==> config.mk <==
export PLATFORM = sky130hd
export DESIGN_NAME = jbi_dbg_ctl_drain
export DESIGN_NICKNAME = d
export VERILOG_FILES = /design/src/rtl/jbi_dbg_pkg.sv /design/src/rtl/jbi_dbg_drop_cnt.sv /design/src/rtl/jbi_dbg_ctl_drain.sv
export SDC_FILE = /design/constraint.sdc
export NUM_CORES = 1
export LEC_CHECK = 0
export CAP_MARGIN = 25
export CORE_MARGIN = 3
export CORE_UTILIZATION = 36
export DETAILED_ROUTE_END_ITERATION = 12
export PLACE_DENSITY = 0.81
export SETUP_SLACK_MARGIN = 0.5
export SYNTH_ARGS = -nofsm -noshare
export SYNTH_HDL_FRONTEND = slang
export SYNTH_SLANG_ARGS = --single-unit
==> constraint.sdc <==
create_clock -name clk -period 1.8 [get_ports clk]
set_input_delay 0.54 -clock clk [delete_from_list [all_inputs] [get_ports clk]]
set_output_delay 0.54 -clock clk [all_outputs]
set_load 0.05 [all_outputs]
==> src/rtl/jbi_dbg_pkg.sv <==
// Shared types and constants for the JBI debug-queue drain path.
// Marker insertion is enabled by defining JBI_DBG_DRAIN_MARK_EN.
package jbi_dbg_pkg;

    typedef enum logic [1:0] {
        ST_IDLE = 2'd0,
        ST_HI   = 2'd1,
        ST_LO   = 2'd2,
        ST_MK   = 2'd3
    } dbg_state_e;

    localparam logic [15:0] MARK_TAG   = 16'hF00D;
    localparam int          BEAT_W_DEF = 64;

endpackage

==> src/rtl/jbi_dbg_drop_cnt.sv <==
// Saturating count of pushes lost to DBGQ overflow.
// Used only when JBI_DBG_DRAIN_MARK_EN is defined; clr with inc yields 1.
module jbi_dbg_drop_cnt #(
    parameter int CNT_W = 16
) (
    input  logic             clk,
    input  logic             rst,
    input  logic             inc,
    input  logic             clr,
    output logic [CNT_W-1:0] cnt
);

    always_ff @(posedge clk) begin
        if (rst) begin
            cnt <= '0;
        end else if (clr) begin
            cnt <= CNT_W'(inc);
        end else if (inc && (cnt != '1)) begin
            cnt <= cnt + 1'b1;
        end
    end

endmodule

==> src/rtl/jbi_dbg_ctl_drain.sv <==
// DBGQ drain: splits each entry into HI/LO half-width beats on a valid/ready port.
// Define JBI_DBG_DRAIN_MARK_EN to insert drop-count marker beats.
module jbi_dbg_ctl_drain
    import jbi_dbg_pkg::*;
#(
    parameter int DATA_W = 2 * BEAT_W_DEF,
    parameter int CNT_W  = 16
) (
    input  logic                clk,
    input  logic                rst,
    input  logic                dbg_en,
    input  logic                empty,
    input  logic [DATA_W-1:0]   rdata,
    input  logic                overflow,
    output logic                pop,
    output logic                dbg_vld,
    input  logic                dbg_rdy,
    output logic [DATA_W/2-1:0] dbg_data,
    output logic                busy
);

    localparam int BEAT_W = DATA_W / 2;

    dbg_state_e        state;
    dbg_state_e        state_nxt;
    logic [BEAT_W-1:0] data_nxt;
    logic [BEAT_W-1:0] mark_beat;
    logic              load;
    logic              mark_req;

    assign load = (state == ST_IDLE) | (dbg_vld & dbg_rdy);
    assign pop  = load & (state == ST_HI);

`ifdef JBI_DBG_DRAIN_MARK_EN
    logic [CNT_W-1:0] drop_cnt;
    logic             mark_load;

    assign mark_req  = dbg_en & (drop_cnt != '0);
    assign mark_load = load & (state != ST_HI) & mark_req;

    jbi_dbg_drop_cnt #(
        .CNT_W(CNT_W)
    ) u_drop_cnt (
        .clk(clk),
        .rst(rst),
        .inc(overflow),
        .clr(mark_load),
        .cnt(drop_cnt)
    );

    always_comb begin
        mark_beat                  = '0;
        mark_beat[BEAT_W-1 -: 16]  = MARK_TAG;
        mark_beat[CNT_W-1:0]       = drop_cnt;
    end
`else
    logic unused_overflow;

    assign unused_overflow = overflow;
    assign mark_req        = 1'b0;
    assign mark_beat       = '0;
`endif

    // An entry in flight always finishes before markers or new entries.
    always_comb begin
        state_nxt = ST_IDLE;
        data_nxt  = '0;
        priority case (1'b1)
            (state == ST_HI): begin
                state_nxt = ST_LO;
                data_nxt  = rdata[BEAT_W-1:0];
            end
            mark_req: begin
                state_nxt = ST_MK;
                data_nxt  = mark_beat;
            end
            (dbg_en & ~empty): begin
                state_nxt = ST_HI;
                data_nxt  = rdata[DATA_W-1:BEAT_W];
            end
            default: begin
                state_nxt = ST_IDLE;
                data_nxt  = '0;
            end
        endcase
    end

    always_ff @(posedge clk) begin
        if (rst) begin
            state    <= ST_IDLE;
            dbg_vld  <= 1'b0;
            dbg_data <= '0;
            busy     <= 1'b0;
        end else if (load) begin
            state    <= state_nxt;
            dbg_vld  <= (state_nxt != ST_IDLE);
            dbg_data <= data_nxt;
            busy     <= (state_nxt != ST_IDLE);
        end
    end

endmodule

==> results.txt, run 1 <==
CTS Hold Bufs -> 0
Largest net degree at the start of global routing -> 31
CTS sink count -> 67
Distinct cells, synth -> 25
Yosys warnings -> 0
Avg Cell Area, Syn -> 9.205 µm²
Max clock buf depth -> 2
Row count -> 32
DP HPWL -> 7.906 mm
Cell Area, Synth -> 2992 µm²
Syn Inst Count -> 325
Initial Util -> 0.3793
Routability cong. -> 0.7538
# port buffers -> 199
Die Ht -> 97.16 µm
Error -> [ERROR DPL-0038] Utilization greater than 100%, impossible to legalize
Inserted Clock Buffers -> 9
Worst endpoint type -> top-level output
Last stage -> global routing (5_1_grt)
Placed cells -> 605
CTS H-tree depth -> 3
Outcome -> stopped before the end
Ports -> 201
Synth Net Count -> 459
Synth Register Bits -> 67
Seq/Total Area, Yosys -> 0.4483
Synth top area cells -> dfxtp_1 45%, a22oi_1 15%, o211ai_1 15%
Die width -> 97.16 µm
GRT worst endpoint -> pop
Root buf cell -> clkbuf_8
Area leader, netlist -> dfxtp_1
Synth top area share -> 0.4483
==> synth_stat cells, drive strengths merged <==
| master | n |
|---|---|
| dfxtp | 67 |
| a21oi | 62 |
| a22oi | 60 |
| o211ai | 60 |
| buf | 25 |
| clkbuf | 19 |
| inv | 6 |
| a221oi | 4 |
| a31oi | 4 |
| nand3 | 4 |
| nand2 | 2 |
| nor2 | 2 |
| nor2b | 2 |
| o21ai | 2 |
| a2111oi | 1 |
| a2bb2oi | 1 |
| and3 | 1 |
| and4b | 1 |
| nand2b | 1 |
| nor3 | 1 |
==> metrics by stage <==
stage | worst slack (ps) | hold slack [ps] | instance area, µm²
2_1_floorplan | 244.4 | 558.7 | 3112
3_5_place_dp | -291.1 | 493.1 | 5191
3_3_place_gp | -226.1 | 460.7 | 5191
4_1_cts | 134.8 | 486.2 | 7456
==> cells by family after synthesis <==
kind of cell           after synthesis  share of synthesized area
flip-flops                          67                     0.4483
AND/OR/NAND/NOR                     14                    0.02844
buffers and inverters               50                    0.08699
AO/OA/AOI/OAI                      194                     0.4362
==> what timing repair did <==
action,CTS
setup endpoints to repair,134
gates resized for setup,279
pin swaps,69
buffers inserted,63
cloned,22
==> inputs of run 2 (changes only) <==
--- a/config.mk
+++ b/config.mk
@@ -7,10 +7,9 @@
 export LEC_CHECK = 0
 export CAP_MARGIN = 25
 export CORE_MARGIN = 3
-export CORE_UTILIZATION = 36
+export CORE_UTILIZATION = 35
 export DETAILED_ROUTE_END_ITERATION = 12
-export PLACE_DENSITY = 0.81
-export SETUP_SLACK_MARGIN = 0.5
+export PLACE_DENSITY_LB_ADDON = 0.15
 export SYNTH_ARGS = -nofsm -noshare
 export SYNTH_HDL_FRONTEND = slang
 export SYNTH_SLANG_ARGS = --single-unit
==> run 2 against run 1 <==
  * The run now ends clean
  * Synthesized area unchanged
  * Synthesized cell count stayed put
==> results.txt, run 2 <==
Initial Util -> 0.3623 (-0.01701)
Setup CP Type -> in2out
GRT Overall Usage -> 0.2176
Die width -> 98.45 µm (+1.3%)
Layout cells sized above 1 -> 0.2300
HP Class -> reg2reg
DIE AREA -> 9692 µm²
Synth cell count leaders -> 67 x dfxtp_1, 62 x a21oi_1, 60 x a22oi_1, 60 x o211ai_1, 19 x clkbuf_1
DP HPWL -> 7.939 mm (+0.42%)
Core Box Area -> 8258 µm²
Avg Cell Area, Syn -> 9.205 µm² (unchanged)
CTS sink count -> 67 (unchanged)
Post-synth EDFFs -> 0 (unchanged)
Pre-antenna DRT Iters -> 4
WL met1 -> 4.405 mm
DRT Wirelength -> 10.87 mm
Initial antenna violation count -> 0
WL met3 -> 800 µm
Worst Setup SP -> dbg_rdy
Top sig layer -> met4
Setup TNS -> 0 ps
Post-route ant nets -> 0
Final Hold Vio Count -> 0
Final Max Slew Viols -> 0
Via-per-instance ratio -> 5.422
# port buffers -> 199 (unchanged)
R2R Path End -> dbg_data[12]
CTS tree -> done
Inserted Clock Buffers -> 9 (unchanged)
Row count -> 33 (+3.1%)
Global-route wire length before repair -> 17.30 mm
Area leader, netlist -> dfxtp_1
Clock skew -> 9.272 ps
Synth Net Count -> 459 (unchanged)
Commonest non-fill, non-tap cells in the layout -> 130 x clkdlybuf4s50_1, 88 x buf_4, 64 x dfxtp_1
Top reg by flops -> dbg_data
Gr ovfl total -> 0
Slew @ Worst Pin -> 376.4 ps
Biggest regs -> dbg_data: 64 flops, state: 2 flops, busy: 1 flops
Count leader, synth -> dfxtp_1
Ports -> 201 (unchanged)
DRC errors left -> 0
F_max -> 570.9 MHz
Worst hold path cell count -> 2
Synth Register Bits -> 67 (unchanged)
Outcome -> complete, no violations
Worst r2r src -> state[0]
Ys flop type -> dfxtp_1
Min-delay src -> dbg_data[53]
Die Ht -> 98.45 µm (+1.3%)
Vias in the first global route -> 3470
DR iter-0 viols -> 134
Seq/Total Area, Yosys -> 0.4483 (unchanged)
Finish-stage setup viols -> 0
Fin nets -> 655
CTS H-tree depth -> 3 (unchanged)
R2R depth -> 5
Largest net degree at the start of global routing -> 32
R2r setup slk -> 300 ps
CP arrival -> 1210 ps
Max-cap viol count -> 0
Worst Path Max Fanout -> 2
Routability cong. -> 0.7678 (+1.9%)
Crit start category -> input pin
P per Cell Area -> 700.4 nW/µm²
Commonest non-fill, non-tap cell in the layout -> clkdlybuf4s50_1
Routed wl met2 -> 5.517 mm
Max clock buf depth -> 2 (unchanged)
Post-synthesis async set-or-reset flop share -> 0 (unchanged)
Yosys warnings -> 0 (unchanged)
Final cycle utilization of the critical path -> 0.9731
Post-layout min period -> 1752 ps
Synth top area cells -> dfxtp_1 45%, a22oi_1 15%, o211ai_1 15%
RSZ-0062 raised after global routing -> false
Worst-Skew Late Latency -> 340 ps
VDD IR-drop max -> 0.0003440 V
Distinct cells, synth -> 25 (unchanged)
WHS Endpoint -> dbg_data[53]
Slew HR -> 0.7491
Drt wl/cell -> 17.22 µm
Crit. End Element -> output pin
Final Util -> 0.6353
Via count -> 3421
Syn Inst Count -> 325 (unchanged)
Worst path required time -> 1260 ps
Number of flip-flops in the largest register -> 64
Synthesis-to-layout area growth -> 75.37%
Ant. Diodes -> 0
CTS Hold Bufs -> 0 (unchanged)
Clock transition at path regs -> 70 ps
Leakage -> 0.001911 µW
Synth top area share -> 0.4483 (unchanged)
Root buf cell -> clkbuf_8
Cell Area, Synth -> 2992 µm² (unchanged)
[run 2: cell counts after synthesis]
Identical to the previous run, type by type.
[run 2: stage by stage]
stage | setup slack [ps] | area [µm²] | cells | hold WS (ps) | total power [µW]
after floorplan | 169.3 | 2993 | 325 | 562.3 | 2040
after global placement | -212.1 | 5055 | 614 | 457.2 | 2546
after detailed placement | -246.2 | 5055 | 614 | 474.1 | 2556
after CTS | 45.09 | 5246 | 631 | 486.6 | 3715
after global routing | 1.640 | 5246 | 631 | 515.1 | 3825
final | 48.41 | 5246 | 631 | 477.9 | 3674
[run 2: timing repair]
item | CTS | global route
buffers inserted | 1 | 0
endpoints found under the setup margin | 1 | 0
resized for setup | 4 | 0
[run 2: worst max-delay path by stage]
| stage | endpoint | slack (ps) | cells after the start |
|---|---|---|---|
| floorplan | pop | 170 | 3 |
| global placement | pop | -210 | 3 |
| detailed placement | dbg_data[42] | -250 | 6 |
| CTS | pop | 50 | 2 |
| global route | pop | 2 | 2 |
| finish | pop | 50 | 3 |
[run 2: power breakdown]
part / leakage (µW) / total (µW) / switching (µW) / internal [µW]
clock network: 0.0000884 / 1150 / 582 / 572
registers: 0.000547 / 1590 / 44.3 / 1540
logic: 0.00128 / 934 / 467 / 466
[run 2: cells by family after synthesis]
kind of cell    count (synthesis)  synth area share
flops                          67            0.4483
buf+inv                        50           0.08699
simple gates                   14           0.02844
compound gates                194            0.4362
[run 2: critical path: stages]
cell and delay, ps:
dlygate4sd2_1 240, and4b_2 270, buf_12 150
[run 2: area by class of cell]
class | instances | area [µm²]
inverter | 6 | 22.52
fill | 727 | 3012
multi-input combinational | 208 | 1409
timing repair buffer | 229 | 2156
tap | 105 | 131.4
sequential | 67 | 1348
clock inverter | 4 | 25.02
clock buffer | 12 | 155.1
[run 2: routing by layer]
metal  GRT usage  vias to the layer above
li1            -                     1667
met1      0.2663                     1611
met2      0.3692                      131
met3     0.05732                       12
met4     0.07773                        0
met5           0                        -
Note: power is estimated with default switching activity, not from simulation.
==> RTL edit (settings of run 2) <==
Re-encode `dbg_state_e` (4 states) as one-hot, 4 bits wide.
--- a/src/rtl/jbi_dbg_pkg.sv
+++ b/src/rtl/jbi_dbg_pkg.sv
@@ -2,11 +2,11 @@
 // Marker insertion is enabled by defining JBI_DBG_DRAIN_MARK_EN.
 package jbi_dbg_pkg;
 
-    typedef enum logic [1:0] {
-        ST_IDLE = 2'd0,
-        ST_HI   = 2'd1,
-        ST_LO   = 2'd2,
-        ST_MK   = 2'd3
+    typedef enum logic [3:0] {
+        ST_IDLE = 4'b0001,
+        ST_HI   = 4'b0010,
+        ST_LO   = 4'b0100,
+        ST_MK   = 4'b1000
     } dbg_state_e;
 
     localparam logic [15:0] MARK_TAG   = 16'hF00D;
Formal check against the unedited RTL: no difference found for any inputs over 10 cycles, from zero or initial values and one cycle with rst high; not proved beyond that.
==> RTL edit against run 2 <==
The run now ends with setup timing left. Utilization is 4.9 points lower. Total power is 74% higher. Routed wire length is 39% higher. Sequential cell count is 1 higher. Die area is 31% higher. Design area is 23% higher. Worst setup slack worse by 0.20 ns. Synthesized area is 33% higher.
==> RTL edit: results (changes against run 2) <==
| Metric | Value |
|---|---|
| Failing checks | `setup timing` |
| Setup TNS | `-0.152 ns (was 0 ns)` |
| Final #Nets | `779 (was 655)` |
| Post-synthesis sequential area ratio | `0.343 (was 0.448)` |
| M1 wire length | `6250 um (was 4410 um)` |
| Reg-to-reg endpoint | `dbg_data[13] (was dbg_data[12])` |
| GR Layer Usage met1 | `0.293 (was 0.266)` |
| Crit path largest cell delay | `0.39 ns (was 0.27 ns)` |
| Outcome | `complete, but fails checks (was complete, no violations)` |
| Root Driver | `clkbuf_16 (was clkbuf_8)` |
| Final setup viols | `1 (was 0)` |
| Hold_sp | `busy (was dbg_data[53])` |
| Total track usage | `0.233 (was 0.218)` |
| Slew HR | `0.481 (was 0.749)` |
| R2r setup slk | `0.06 ns (was 0.30 ns)` |
| LEAKAGE | `2.45 nW (was 1.91 nW)` |
| Met2 usage | `0.402 (was 0.369)` |
| Critical path's slowest cell | `or3b_4 (was and4b_2)` |
| Wire length on met2 | `7440 um (was 5520 um)` |
| First-pass GRT wire length | `24500 um (was 17300 um)` |
| Syn Nets | `614 (was 459)` |
| RR Startpoint | `state[1] (was state[0])` |
| Met3 Track Usage GR | `0.0663 (was 0.0573)` |
| DP HPWL | `9390 um (was 7940 um)` |
| Crit path from | `state[2] (was dbg_rdy)` |
| FILL cells | `976 (was 727)` |
| Worst Skew | `0.00779 ns (was 0.00927 ns)` |
| Largest net degree at the start of global routing | `68 (was 32)` |
| Worst r2r path cells | `6 (was 5)` |
| Initial DRC count | `432 (was 134)` |
| Quantity of gates resized following cts | `2 (was 4)` |
| Setup Fix Bufs, Post-CTS | `4 (was 1)` |
| Crit start category | `flip-flop (was input port)` |
| Final worst slack | `-0.152 ns (was 0.0484 ns)` |
| DR vias | `4652 (was 3421)` |
| Number of global-route vias before repair | `4621 (was 3470)` |
| Met3 WL | `1300 um (was 800 um)` |
[RTL edit: power breakdown]
part           leakage (nW)  internal [mW]  switching [mW]
logic                  1.75           1.13            1.66
clock network         0.139           1.07           0.638
registers             0.561           1.74           0.147
total                  2.45           3.94            2.44
[RTL edit: cell families (layout without fill, tap and decap cells)]
family | Yosys count | after routing | synth area share
AO/OA/AOI/OAI | 198 | 198 | 0.356
flip-flops | 68 | 68 | 0.343
AND/OR/NAND/NOR | 140 | 140 | 0.221
buffers and inverters | 74 | 244 | 0.0810
[RTL edit: metrics by stage]
step	area, sq um	hold slack (ns)	cells
finish	6440	0.588	790
global route	6440	0.615	790
CTS	6430	0.587	790
detailed placement	6110	0.577	770
global placement	6110	0.571	770
floorplan	4000	0.596	480
[RTL edit: area by class of cell]
| class | instances | area, sq um | area share |
|---|---|---|---|
| clock buffers | 11 | 233 | 0.0362 |
| clock inverters | 5 | 52.6 | 0.00816 |
| inverters | 1 | 7.51 | 0.00117 |
| multi-input cells | 338 | 2330 | 0.361 |
| flip-flops and latches | 68 | 1370 | 0.213 |
| well taps | 140 | 175 | 0.0272 |
| repair buffers | 227 | 2270 | 0.353 |
[RTL edit: worst max-delay path: cells and delay by family, from the launching register on]
family,cells,cell delay [ns]
buffers and inverters,2,0.22
flip-flops,1,0.32
AND/OR/NAND/NOR,2,0.55
[RTL edit: how the worst min path moves through the flow]
| stage | endpoint | slack (ns) | cells past startpoint |
|---|---|---|---|
| after floorplan | busy | 0.60 | 2 |
| after global placement | busy | 0.57 | 2 |
| after detailed placement | busy | 0.58 | 2 |
| after CTS | busy | 0.59 | 2 |
| after global routing | dbg_data[8] | 0.62 | 2 |
| final | busy | 0.59 | 2 |
